--- src/rtl/arf_status_ctrl_if.sv ---
// ARF status controller bus: dispatch, commit, flush, operand lookup and
// the ARF write port. The controller is the slave; dispatch/commit/ARF
// side is the master.
interface arf_status_ctrl_if #(
   parameter int REG_ADDR_W = 4,
   parameter int TAG_W      = 4,
   parameter int DATA_W     = 32
) ();
   logic                  dispatch_valid;
   logic [REG_ADDR_W-1:0] dispatch_reg;
   logic [TAG_W-1:0]      dispatch_tag;
   logic                  dispatch_ready;

   logic                  commit_valid;
   logic [REG_ADDR_W-1:0] commit_reg;
   logic [TAG_W-1:0]      commit_tag;
   logic [DATA_W-1:0]     commit_data;
   logic                  commit_ready;

   logic                  flush;

   logic [REG_ADDR_W-1:0] lookup_reg1;
   logic [REG_ADDR_W-1:0] lookup_reg2;
   logic                  lookup_busy1;
   logic                  lookup_busy2;
   logic [TAG_W-1:0]      lookup_tag1;
   logic [TAG_W-1:0]      lookup_tag2;

   logic                  arf_write_enable;
   logic [REG_ADDR_W-1:0] arf_write_reg;
   logic [DATA_W-1:0]     arf_write_data;
   logic                  init_done;

   modport slave (
      input  dispatch_valid, dispatch_reg, dispatch_tag,
      output dispatch_ready,
      input  commit_valid, commit_reg, commit_tag, commit_data,
      output commit_ready,
      input  flush,
      input  lookup_reg1, lookup_reg2,
      output lookup_busy1, lookup_busy2, lookup_tag1, lookup_tag2,
      output arf_write_enable, arf_write_reg, arf_write_data, init_done
   );

   modport master (
      output dispatch_valid, dispatch_reg, dispatch_tag,
      input  dispatch_ready,
      output commit_valid, commit_reg, commit_tag, commit_data,
      input  commit_ready,
      output flush,
      output lookup_reg1, lookup_reg2,
      input  lookup_busy1, lookup_busy2, lookup_tag1, lookup_tag2,
      input  arf_write_enable, arf_write_reg, arf_write_data, init_done
   );
endinterface

--- src/rtl/arf_status_ctrl.sv ---
// arf_status_ctrl: busy/tag scoreboard for the 16-entry ARF and sequencer of
// the single ARF write port (zero-fill sweep after reset, then commit writes).
// Optional macro ARF_COMMIT_BYPASS_EN: lookup forwards a same-cycle matching
// commit so the operand already reads not-busy.
module arf_status_ctrl #(
   parameter int NUM_REGS   = 16,
   parameter int REG_ADDR_W = 4,
   parameter int TAG_W      = 4,
   parameter int DATA_W     = 32
) (
   input logic              clk,
   input logic              reset,
   arf_status_ctrl_if.slave bus
);

   typedef enum logic {ST_INIT, ST_RUN} state_e;

   localparam logic [REG_ADDR_W-1:0] LAST_REG = REG_ADDR_W'(NUM_REGS - 1);

   state_e                         state_q, state_d;
   logic [REG_ADDR_W-1:0]          cnt_q, cnt_d;
   logic                           init_done_q, init_done_d;
   logic                           wen_q, wen_d;
   logic [REG_ADDR_W-1:0]          wreg_q, wreg_d;
   logic [DATA_W-1:0]              wdata_q, wdata_d;
   logic [NUM_REGS-1:0]            busy_q, busy_d;
   logic [NUM_REGS-1:0][TAG_W-1:0] tag_q, tag_d;

   logic run;
   logic disp_eff;
   logic com_eff;
   logic com_match;
   logic lk1_fwd, lk2_fwd;

   // Ready/init_done go high one cycle after the FSM enters RUN, so the cycle
   // carrying the last sweep write still ignores dispatch/commit/flush.
   assign run = init_done_q;

   // Dispatch under flush is dropped; reg 0 never takes a producer.
   assign disp_eff  = run & bus.dispatch_valid & (bus.dispatch_reg != '0) & ~bus.flush;
   // Commit is older than any same-cycle flush, so it always completes.
   assign com_eff   = run & bus.commit_valid & (bus.commit_reg != '0);
   assign com_match = com_eff & busy_q[bus.commit_reg]
                      & (tag_q[bus.commit_reg] == bus.commit_tag);

   // Next-state for the sweep FSM and the registered ARF write port
   always_comb begin
      state_d     = state_q;
      cnt_d       = cnt_q;
      init_done_d = init_done_q;
      wen_d       = 1'b0;
      wreg_d      = '0;
      wdata_d     = '0;
      case (state_q)
         ST_INIT: begin
            wen_d  = 1'b1;
            wreg_d = cnt_q;
            if (cnt_q == LAST_REG) state_d = ST_RUN;
            else                   cnt_d   = cnt_q + 1'b1;
         end
         ST_RUN: begin
            init_done_d = 1'b1;
            if (com_eff) begin
               wen_d   = 1'b1;
               wreg_d  = bus.commit_reg;
               wdata_d = bus.commit_data;
            end
         end
         default: state_d = ST_INIT;
      endcase
   end

   // FSM state, sweep counter and registered outputs; reset squashes any
   // pending commit write and restarts the sweep at reg 0
   always_ff @(posedge clk) begin
      if (reset) begin
         state_q     <= ST_INIT;
         cnt_q       <= '0;
         init_done_q <= 1'b0;
         wen_q       <= 1'b0;
         wreg_q      <= '0;
         wdata_q     <= '0;
      end else begin
         state_q     <= state_d;
         cnt_q       <= cnt_d;
         init_done_q <= init_done_d;
         wen_q       <= wen_d;
         wreg_q      <= wreg_d;
         wdata_q     <= wdata_d;
      end
   end

   // Scoreboard update: flush or tag-matched commit clears, dispatch wins last
   always_comb begin
      busy_d = busy_q;
      tag_d  = tag_q;
      if (run && bus.flush)  busy_d = '0;
      else if (com_match)    busy_d[bus.commit_reg] = 1'b0;
      if (disp_eff) begin
         busy_d[bus.dispatch_reg] = 1'b1;
         tag_d[bus.dispatch_reg]  = bus.dispatch_tag;
      end
   end

   // Scoreboard state; all busy/tag cleared on reset
   always_ff @(posedge clk) begin
      if (reset) begin
         busy_q <= '0;
         tag_q  <= '0;
      end else begin
         busy_q <= busy_d;
         tag_q  <= tag_d;
      end
   end

`ifdef ARF_COMMIT_BYPASS_EN
   // Forward a matching commit unless a same-cycle dispatch re-claims the reg.
   assign lk1_fwd = com_match & (bus.lookup_reg1 == bus.commit_reg)
                    & ~(disp_eff & (bus.dispatch_reg == bus.lookup_reg1));
   assign lk2_fwd = com_match & (bus.lookup_reg2 == bus.commit_reg)
                    & ~(disp_eff & (bus.dispatch_reg == bus.lookup_reg2));
`else
   assign lk1_fwd = 1'b0;
   assign lk2_fwd = 1'b0;
`endif

   // Reg 0 is hardwired: never busy, tag 0.
   assign bus.lookup_busy1 = (bus.lookup_reg1 != '0) & busy_q[bus.lookup_reg1] & ~lk1_fwd;
   assign bus.lookup_busy2 = (bus.lookup_reg2 != '0) & busy_q[bus.lookup_reg2] & ~lk2_fwd;
   assign bus.lookup_tag1  = (bus.lookup_reg1 != '0) ? tag_q[bus.lookup_reg1] : '0;
   assign bus.lookup_tag2  = (bus.lookup_reg2 != '0) ? tag_q[bus.lookup_reg2] : '0;

   assign bus.dispatch_ready   = init_done_q;
   assign bus.commit_ready     = init_done_q;
   assign bus.init_done        = init_done_q;
   assign bus.arf_write_enable = wen_q;
   assign bus.arf_write_reg    = wreg_q;
   assign bus.arf_write_data   = wdata_q;

endmodule

--- src/flat_wrapper.sv ---
// flat-port wrapper written by rule: the top's interface ports become plain ports
module arf_status_ctrl_flat 
#(
   parameter int NUM_REGS   = 16,
   parameter int REG_ADDR_W = 4,
   parameter int TAG_W      = 4,
   parameter int DATA_W     = 32
)
  (clk, reset, bus_dispatch_valid, bus_dispatch_reg, bus_dispatch_tag, bus_dispatch_ready, bus_commit_valid, bus_commit_reg, bus_commit_tag, bus_commit_data, bus_commit_ready, bus_flush, bus_lookup_reg1, bus_lookup_reg2, bus_lookup_busy1, bus_lookup_busy2, bus_lookup_tag1, bus_lookup_tag2, bus_arf_write_enable, bus_arf_write_reg, bus_arf_write_data, bus_init_done);
  arf_status_ctrl_if #(.REG_ADDR_W(REG_ADDR_W), .TAG_W(TAG_W), .DATA_W(DATA_W)) bus_i ();
  input logic clk;
  input logic reset;
  input wire logic [$bits(bus_i.dispatch_valid)-1:0] bus_dispatch_valid;
  input wire logic [$bits(bus_i.dispatch_reg)-1:0] bus_dispatch_reg;
  input wire logic [$bits(bus_i.dispatch_tag)-1:0] bus_dispatch_tag;
  output wire logic [$bits(bus_i.dispatch_ready)-1:0] bus_dispatch_ready;
  input wire logic [$bits(bus_i.commit_valid)-1:0] bus_commit_valid;
  input wire logic [$bits(bus_i.commit_reg)-1:0] bus_commit_reg;
  input wire logic [$bits(bus_i.commit_tag)-1:0] bus_commit_tag;
  input wire logic [$bits(bus_i.commit_data)-1:0] bus_commit_data;
  output wire logic [$bits(bus_i.commit_ready)-1:0] bus_commit_ready;
  input wire logic [$bits(bus_i.flush)-1:0] bus_flush;
  input wire logic [$bits(bus_i.lookup_reg1)-1:0] bus_lookup_reg1;
  input wire logic [$bits(bus_i.lookup_reg2)-1:0] bus_lookup_reg2;
  output wire logic [$bits(bus_i.lookup_busy1)-1:0] bus_lookup_busy1;
  output wire logic [$bits(bus_i.lookup_busy2)-1:0] bus_lookup_busy2;
  output wire logic [$bits(bus_i.lookup_tag1)-1:0] bus_lookup_tag1;
  output wire logic [$bits(bus_i.lookup_tag2)-1:0] bus_lookup_tag2;
  output wire logic [$bits(bus_i.arf_write_enable)-1:0] bus_arf_write_enable;
  output wire logic [$bits(bus_i.arf_write_reg)-1:0] bus_arf_write_reg;
  output wire logic [$bits(bus_i.arf_write_data)-1:0] bus_arf_write_data;
  output wire logic [$bits(bus_i.init_done)-1:0] bus_init_done;
  assign bus_i.dispatch_valid = bus_dispatch_valid;
  assign bus_i.dispatch_reg = bus_dispatch_reg;
  assign bus_i.dispatch_tag = bus_dispatch_tag;
  assign bus_dispatch_ready = bus_i.dispatch_ready;
  assign bus_i.commit_valid = bus_commit_valid;
  assign bus_i.commit_reg = bus_commit_reg;
  assign bus_i.commit_tag = bus_commit_tag;
  assign bus_i.commit_data = bus_commit_data;
  assign bus_commit_ready = bus_i.commit_ready;
  assign bus_i.flush = bus_flush;
  assign bus_i.lookup_reg1 = bus_lookup_reg1;
  assign bus_i.lookup_reg2 = bus_lookup_reg2;
  assign bus_lookup_busy1 = bus_i.lookup_busy1;
  assign bus_lookup_busy2 = bus_i.lookup_busy2;
  assign bus_lookup_tag1 = bus_i.lookup_tag1;
  assign bus_lookup_tag2 = bus_i.lookup_tag2;
  assign bus_arf_write_enable = bus_i.arf_write_enable;
  assign bus_arf_write_reg = bus_i.arf_write_reg;
  assign bus_arf_write_data = bus_i.arf_write_data;
  assign bus_init_done = bus_i.init_done;
  arf_status_ctrl #(.NUM_REGS(NUM_REGS), .REG_ADDR_W(REG_ADDR_W), .TAG_W(TAG_W), .DATA_W(DATA_W)) u_core (.clk(clk), .reset(reset), .bus(bus_i));
endmodule
--- config.mk ---
export PLATFORM = sky130hd
export DESIGN_NAME = arf_status_ctrl_flat
export DESIGN_NICKNAME = d
export VERILOG_FILES = /design/src/rtl/arf_status_ctrl_if.sv /design/src/rtl/arf_status_ctrl.sv /design/src/flat_wrapper.sv
export SDC_FILE = /design/constraint.sdc
export NUM_CORES = 1
export LEC_CHECK = 0
export CORE_MARGIN = 5
export CORE_UTILIZATION = 40
export DETAILED_ROUTE_END_ITERATION = 7
export HOLD_SLACK_MARGIN = 0.08
export PLACE_DENSITY = 0.68
export SYNTH_ARGS = -nofsm -noshare
export SYNTH_HDL_FRONTEND = slang
export SYNTH_SLANG_ARGS = --single-unit
--- constraint.sdc ---
create_clock -name clk -period 3.9 [get_ports clk]
set_clock_uncertainty 0.2 [all_clocks]
set_input_delay 0.78 -clock clk [delete_from_list [all_inputs] [get_ports clk]]
set_output_delay 0.78 -clock clk [all_outputs]
set_load 0.05 [all_outputs]
==> impl_metrics.csv <==
group,metric,value,unit
timing,finalSetupTns,0,ps
cts,cts_buffer_depth,2,
pwr,p_leak,0.003227,µW
detailed_routing,first_iter_violations,504,
floorplanning,die_x,135.4,µm
detailed_routing,vias,5101,
floorplanning,design.core.area,15310,µm²
place,place.port_buffers,110,
detailed_routing,drcViolationCount,0,
place,dp_hpwl,13130,µm
cts,postCtsHoldBufs,0,
cts,clkTransAtPathRegs,60,ps
timing,hold_viol,0,
cts,htreeDepth,4,
yosys,synth_area,6291,µm²
cells_and_area,antenna_cells,0,
timing,period_minus_slack,3836,ps
global_routing,antenna_found_initial,0,
critical_path,cp-end-kind,"output pin",
cells_and_area,final_cell_area,8247,µm²
yosys,ys_seq_elements,123,
detailed_routing,viasPerCell,5.731,
run_status,status,"complete, no violations",
yosys,synth_top_area_cell,"dfxtp_1",
global_routing,grt_remaining_overflow,0,
yosys,synthTopCellsByArea,"dfxtp_1 39%, mux4_2 23%, mux2i_1 12%, nor2_1 4.7%, and2_1 3.7%",
timing,setup_ws,63.71,ps
place,place_inst,857,
global_routing,grt_pass1_vias,5103,
place,place_ws,20.37,ps
timing,relSlewSlack,0.4057,
global_routing,grt_pass1_wl,28310,µm
detailed_routing,wl_per_cell,20.26,µm
place,dpl_cell_area,7616,µm²
cells_and_area,drive_gt1_frac,0.1944,
detailed_routing,drt_first_pass_iters,8,
cts,cts_sinks,123,
critical_path,path_max_fanout,19,
timing,slew_violations,0,
cells_and_area,instances_no_fill,890,
place,routabilityCongestion,0.8737,
cells_and_area,regMostFlops,"u_core.tag_q",
timing,rsz0062_at_grt,"no",
timing,whs,303.2,ps
run,cap_violations,0,
yosys,syn_avg_cell_area,11.19,µm²
yosys,synthArstFlopShare,0,
cells_and_area,fill_cells,1317,
pwr,p_per_area,371.6,nW/µm²
critical_path,path_class,"primary input to output pin",
cells_and_area,fin_nets,728,
yosys,synth-seq-area-share,0.3914,
cts,root_buffer,"clkbuf_16",
critical_path,timing.critical_path.required,2920,ps
yosys,synth_ff_type,"dfxtp_1",
yosys,yosys_warnings,0,
yosys,synth_fp_nets,624,
cells_and_area,synthToLayoutAreaGrowth,31.09,%
detailed_routing,wl,18040,µm
cts,cts_buffers,17,
floorplanning,die_h,135.4,µm
cells_and_area,largest_reg_flops,64,
min_path,min_path_type,"register to register",
timing,tightest_slew,869.0,ps
yosys,synth_cell_types,44,
timing,setup_viol,0,
yosys,syn_inst,562,
cts,postCtsSetupBuffers,0,
pwr,ir_worst_vdd,0.3166,mV
floorplanning,start_util,0.4108,
cells_and_area,multi_input_area,3632,µm²
floorplanning,num_io_pins,111,
critical_path,worstPathArrival,2860,ps
cells_and_area,seq_area,2462,µm²
cts,post_cts_resized,0,
global_routing,grt_max_degree,52,
timing,fmax,260.7,MHz
timing,period_share,0.9837,
floorplanning,die_area,18340,µm²
floorplanning,fp-row-count,45,
critical_path,cp-start-kind,"primary input",
cts,clkLatencyLatePin,420,ps
yosys,synth_edf_count,0,
yosys,synth_top_area_frac,0.3914,
detailed_routing,ant_nets,0,
global_routing,grt.total_usage,0.2016,
cts,cts_tree,"done",
[stage by stage]
stage	total power, µW	util
2_1_floorplan	1412	-
3_3_place_gp	1516	0.4973
3_5_place_dp	1519	0.4973
4_1_cts	3087	0.5362
5_1_grt	3167	0.5385
6_report	3064	0.5385
[layer usage]
layer,global-route usage,share of wire,up-vias
met5,0,0,-
met4,0.09015,0.038,0
met3,0.05869,0.10,60
met2,0.3139,0.46,303
met1,0.2606,0.40,2477
li1,-,-,2261
[placed cells by master (no fill, tap or decap), types with 3 or more instances in the layout]
cell type and instances:
nand4_1 3, clkinv_4 3, mux4_2 64, dfxtp_1 123
a211oi_1 3, a21oi_1 11, nand3_1 10, xnor2_1 4
mux2i_1 76, and3_1 4, nand2_1 25, and2_1 37
nor3_1 6, a32o_1 3, nor2_1 79, buf_4 24
nand2b_1 5, o22ai_1 4, clkdlybuf4s50_1 97, buf_12 3
nor2b_1 19, a31oi_1 3, xor2_1 5, clkinvlp_4 4
inv_1 3, clkbuf_16 18, nand3b_1 4
[layout make-up]
class	instances	share of cell area
Sequential cell	123	0.2986
Multi-Input combinational cell	391	0.4404
Clock buffer	20	0.05538
Clock inverter	12	0.01684
Timing Repair Buffer	130	0.1554
Tap cell	211	0.03201
Inverter	3	0.001365
[Yosys cell counts (4+ instances only)]
library cell	instances
mux4_2	64
nor2b_1	19
mux2i_1	76
buf_2	5
nor2_1	79
buf_1	5
a21oi_1	11
nor3_1	7
dfxtp_1	123
nand2b_1	5
and3_1	4
and2_1	37
nand3b_1	4
o22ai_1	4
clkbuf_1	32
xor2_1	5
nand2_1	25
xnor2_1	4
nand3_1	10
[worst paths after layout]
path | from | to | slack [ps] | cells after the start
max | bus_lookup_reg2[1] | bus_lookup_tag2[2] | 60 | 6
min | u_core.tag_q[0] | u_core.tag_q[0] | 300 | 1
max reg2reg | u_core.tag_q[10] | u_core.busy_q[2] | 1170 | 7
min reg2reg | u_core.tag_q[0] | u_core.tag_q[0] | 300 | 1
[cells by family after synthesis]
family / share of synthesized area
fa+ha+maj: 0.001989
mux: 0.3602
simple gates: 0.1643
compound gates: 0.03759
buf+inv: 0.03202
xor+xnor: 0.01253
flops: 0.3914
[power breakdown]
| part | switching (µW) | leakage (µW) | internal, µW |
|---|---|---|---|
| clock network | 588 | 0.000279 | 979 |
| logic | 117 | 0.00196 | 114 |
| registers | 3.97 | 0.000992 | 1260 |
[worst max-delay path, cell delays in order]
cell and delay [ps]:
clkdlybuf4s50_1 650, buf_6 270, mux4_2 340, mux4_2 460, nor2b_1 160, buf_4 190
Note: power is estimated with default switching activity, not from simulation.
